**config.mk**
```make
export PLATFORM = sky130hd
export DESIGN_NAME = fsm_ab_tx
export DESIGN_NICKNAME = d
export VERILOG_FILES = /design/src/rtl/fsm_ab_tx.sv
export SDC_FILE = /design/constraint.sdc
export NUM_CORES = 1
export LEC_CHECK = 0
export BUFFER_PORTS_ARGS = -buffer_cell sky130_fd_sc_hd__buf_2
export CAP_MARGIN = 0
export CELL_PAD_IN_SITES_DETAIL_PLACEMENT = 0
export CELL_PAD_IN_SITES_GLOBAL_PLACEMENT = 2
export CORE_MARGIN = 8
export CORE_UTILIZATION = 30
export DETAILED_ROUTE_END_ITERATION = 16
export GPL_TIMING_DRIVEN = 0
export PLACE_DENSITY = 0.77
export SLEW_MARGIN = 30
export SYNTH_ARGS = -nofsm -noshare
export SYNTH_HDL_FRONTEND = slang
export SYNTH_SLANG_ARGS = --single-unit
```
**constraint.sdc**
```tcl
create_clock -name clock -period 2.14 [get_ports clock]
set_clock_uncertainty 0.2 [all_clocks]
set_input_delay 0.107 -clock clock [delete_from_list [all_inputs] [get_ports clock]]
set_output_delay 0.107 -clock clock [all_outputs]
set_load 0.03 [all_outputs]
```
**src/rtl/fsm_ab_tx.sv**
```systemverilog
// Serial frame transmitter: preamble 1,0,1, then the word MSB-first, then a guard 0 with done.
// All outputs are registers loaded with the value for the state being entered.
module fsm_ab_tx #(
    parameter int WIDTH = 8
) (
    input  logic             clock,
    input  logic             reset,
    input  logic [WIDTH-1:0] data_in,
    input  logic             valid_in,
    output logic             ready_out,
    output logic             serial_out,
    output logic             done,
    output logic [1:0]       state_out
);

    localparam int CNT_W = $clog2((WIDTH > 3) ? WIDTH : 3);

    typedef enum logic [1:0] {
        IDLE = 2'b00,
        SYNC = 2'b01,
        DATA = 2'b10,
        GAP  = 2'b11
    } state_t;

    state_t             r_state;
    logic [CNT_W-1:0]   r_cnt;
    logic [WIDTH-1:0]   r_shreg;
    logic               r_serial;
    logic               r_ready;
    logic               r_done;
    logic [WIDTH-1:0]   w_shreg_shl;

    // Written as a shift so WIDTH = 1 needs no special-case slice.
    assign w_shreg_shl = r_shreg << 1'b1;

    assign ready_out  = r_ready;
    assign serial_out = r_serial;
    assign done       = r_done;
    assign state_out  = r_state;

    // Frame sequencer; each transition also loads the outputs of the destination state.
    always_ff @(posedge clock) begin
        if (reset) begin
            r_state  <= IDLE;
            r_cnt    <= {CNT_W{1'b0}};
            r_shreg  <= {WIDTH{1'b0}};
            r_serial <= 1'b0;
            r_ready  <= 1'b1;
            r_done   <= 1'b0;
        end else begin
            case (r_state)
                IDLE: begin
                    if (valid_in && r_ready) begin
                        r_shreg  <= data_in;
                        r_cnt    <= {CNT_W{1'b0}};
                        r_state  <= SYNC;
                        r_serial <= 1'b1;
                        r_ready  <= 1'b0;
                    end else begin
                        r_serial <= 1'b0;
                        r_ready  <= 1'b1;
                    end
                end
                SYNC: begin
                    if (r_cnt == CNT_W'(2)) begin
                        r_cnt    <= {CNT_W{1'b0}};
                        r_state  <= DATA;
                        r_serial <= r_shreg[WIDTH-1];
                    end else begin
                        // Next preamble bit is (next cnt != 1): 0 after cnt 0, 1 after cnt 1.
                        r_cnt    <= r_cnt + CNT_W'(1);
                        r_serial <= (r_cnt != {CNT_W{1'b0}});
                    end
                end
                DATA: begin
                    r_shreg <= w_shreg_shl;
                    r_cnt   <= r_cnt + CNT_W'(1);
                    if (r_cnt == CNT_W'(WIDTH - 1)) begin
                        r_state  <= GAP;
                        r_serial <= 1'b0;
                        r_done   <= 1'b1;
                    end else begin
                        r_serial <= w_shreg_shl[WIDTH-1];
                    end
                end
                GAP: begin
                    r_state  <= IDLE;
                    r_serial <= 1'b0;
                    r_done   <= 1'b0;
                    r_ready  <= 1'b1;
                end
                default: begin
                    r_state  <= IDLE;
                    r_cnt    <= {CNT_W{1'b0}};
                    r_serial <= 1'b0;
                    r_done   <= 1'b0;
                    r_ready  <= 1'b1;
                end
            endcase
        end
    end

endmodule

```
==> impl_metrics.toml <==
[outcome]
result_of_the_run = "complete, no violations"

[cells_and_area]
post_route_cells_drive_above_1_share = 0.258
area.growth.synth_to_final_pct = 27.8
finalNetCount = 145
sequential_cell_area_um2 = 320
multiInputGateArea_um2 = 531
final.fill_count = 296
n_antenna_cell = 0
fin_area_um2 = 1160

[placement]
dpl_hpwl_um = 1480
gpl.final_weighted_congestion = 0.762
buffer_ports.inserted = 15
dpl_cell_area_um2 = 1020

[power_and_ir_drop]
pwr-share-comb = 0.557
power_density_nw_per_um2 = 1310
pwr-share-seq = 0.302
peakVddDrop_mv = 0.556
p_sw_uw = 672
p_clk_frac = 0.141
switching_share = 0.443
internal_power_uw = 845
power.static_leakage_uw = 0.000496

[cts]
clock-sinks = 16
cts_inserted_buffers = 3
cts.repair_timing.setup_buffer_count = 0
worst_skew_pair.late_latency_ps = 300
cts_tree = "built"
clock_transition_time_at_the_flip_flop_clock_pins_of_the_worst_setup_and_hold_paths_ps = 110
post_cts_resize_count = 0
cts_max_path_buffers = 2
ctsRootBufferMaster = "clkbuf_4"
htree_levels = 1

[synth]
synth.top_cell.area_share = 0.353
complex_gate_fraction_of_the_synthesized_area = 0.204
leading_cell_types_by_total_area_after_synthesis = "dfxtp_1 (35%), ha_1 (12%), mux2i_1 (9.9%), a211oi_2 (5.5%), inv_1 (3.7%)"
postSynthAreaPerCell_um2 = 9.56
yosys.cell_count.top_type = "dfxtp_1"
simple_gate_fraction_of_synth_area = 0.157
post-synth-top-area-cell = "dfxtp_1"
synth-edff-count = 0
synthFlopType = "dfxtp_1"
synth_seq_cells = 16
syn_area_um2 = 908
yosys_warnings = 0
synth_top_family_by_area = "compound AO/OA/AOI/OAI gates"
synthAdderAreaFrac = 0.124
postSynthNetCount = 115
postSynthCellCount = 95
post_synth_num_cell_types = 29
synth_seq_area_share = 0.353
fraction_of_registers_with_async_set_reset = 0
synth_xor_area_frac = 0
yosys-mux-area-fraction = 0.0992
most_instantiated_cells_after_synthesis = "dfxtp_1 (16), ha_1 (9), inv_1 (9), mux2i_1 (9), nor2_1 (8)"

[drt]
met2_wire_length_um = 867
routed-via-count = 755
m1WireLength_um = 1030
drt_pre_antenna_iters = 4
detail_route.wl_per_cell_um = 12.9
highest_layer = "met4"
detailedRoute.firstIterationViolations = 15
wirelength_um = 2020
detailroute.wirelength.met3_um = 97
drc_viols = 0
via_per_inst = 4.81
antenna_left = 0

[sta]
slew_headroom = 0.713
fin_tns_setup_ps = 0
rsz0062_at_grt = "no"
timing.final.crit_period_ps = 1880
final-hold-violation-count = 0
layout_worst_path_cycle_share = 0.878
final.hold.worst_slack_ps = 281
drv_slew = 0
worst_slew_pin_slew_ps = 420
maxClockFrequency_mhz = 532
final-setup-viol-count = 0

[worst_setup_path]
critical_path_rt_ps = 2160
timing.critical_path.from_type = "register"
critical_path.max_fanout = 10
worstPathArrival_ps = 1900
critical_path.endpoint_type = "register"
crit_type = "register to register"

[grt]
pin_count_of_the_biggest_net_entering_global_routing = 11
grt_usage = 0.0850
grt_first_pass_wirelength_um = 3380
grt_remaining_overflow = 0
initial_antenna_violation_count = 0
first_global_vias = 747

[floorplan]
core-area_um2 = 2980
io_pins = 16
die_area_um2 = 5040
die_y_um = 71.0
die_x_um = 71.0
num_rows = 20
start_util = 0.305

[flow_run]
drv_cap = 0

[hold_path]
min_path_type = "register to register"
==> area by class of cell <==
class                      instances  share of cell area
multi-input combinational         67               0.457
sequential                        16               0.276
timing repair buffer              25               0.151
tap                               33              0.0356
clock buffer                       4              0.0313
inverter                           9              0.0291
buffer                             3              0.0205
==> routing by layer <==
metal  vias up  global-route usage
li1        392                   -
met1       344               0.102
met2        15               0.128
met3         4              0.0353
met4         0              0.0393
met5         -                   0
==> state kept, by name, indices dropped and copies added, names as in the netlist <==
name and cells:
serial_out 1, done 1, ready_out 1, state_out 2
r_shreg 8, r_cnt 3
==> critical path: stages, from the launching register on <==
cell and delay (ps):
dfxtp_1 430, inv_1 110, ha_1 270, a21boi_4 180, nor2_4 190, buf_6 180, nor2_2 40, a211oi_2 190
==> power by group through the flow <==
stage | logic, uW | clock network, uW | registers [uW]
6_report | 845 | 213 | 459
5_1_grt | 934 | 236 | 472
4_1_cts | 850 | 224 | 460
3_5_place_dp | 835 | 0 | 468
3_3_place_gp | 825 | 0 | 466
2_1_floorplan | 605 | 0 | 517
==> path summary, 6_finish.rpt <==
kind                     start  slack, ps          to  depth (start not counted)
setup / recovery  state_out[0]        260  r_shreg[6]                          7
hold / removal        r_cnt[0]        280    r_cnt[0]                          2
setup reg to reg  state_out[0]        260  r_shreg[6]                          7
hold reg to reg       r_cnt[0]        280    r_cnt[0]                          2
==> kinds of logic (layout without fill, tap and decap cells) <==
logic type | after synthesis | after routing
compound gates | 22 | 22
fa+ha+maj | 9 | 9
buf+inv | 12 | 41
flops | 16 | 16
mux | 9 | 9
simple gates | 27 | 27
==> what timing repair did <==
action | in CTS | in global routing
hold endpoints to repair | 11 | 0
hold buffers | 10 | 0
endpoints found under the setup margin | 0 | 0
==> layout by cell type, fill, tap and decap left out, types with 5 or more instances in the layout <==
master,instances
nand2_1,5
dfxtp_1,16
buf_2,16
ha_1,9
dlygate4sd3_1,10
mux2i_1,9
nor2_1,8
a21oi_1,5
inv_1,9
==> through the flow <==
stage | setup WS, ps | util | instances | power (uW)
5_1_grt | 75.8 | 0.390 | 157 | 1640
2_1_floorplan | 229 | - | 95 | 1120
3_3_place_gp | 340 | 0.344 | 143 | 1290
4_1_cts | 267 | 0.390 | 157 | 1530
3_5_place_dp | 302 | 0.344 | 143 | 1300
6_report | 261 | 0.390 | 157 | 1520
Note: power is estimated with default switching activity, not from simulation.
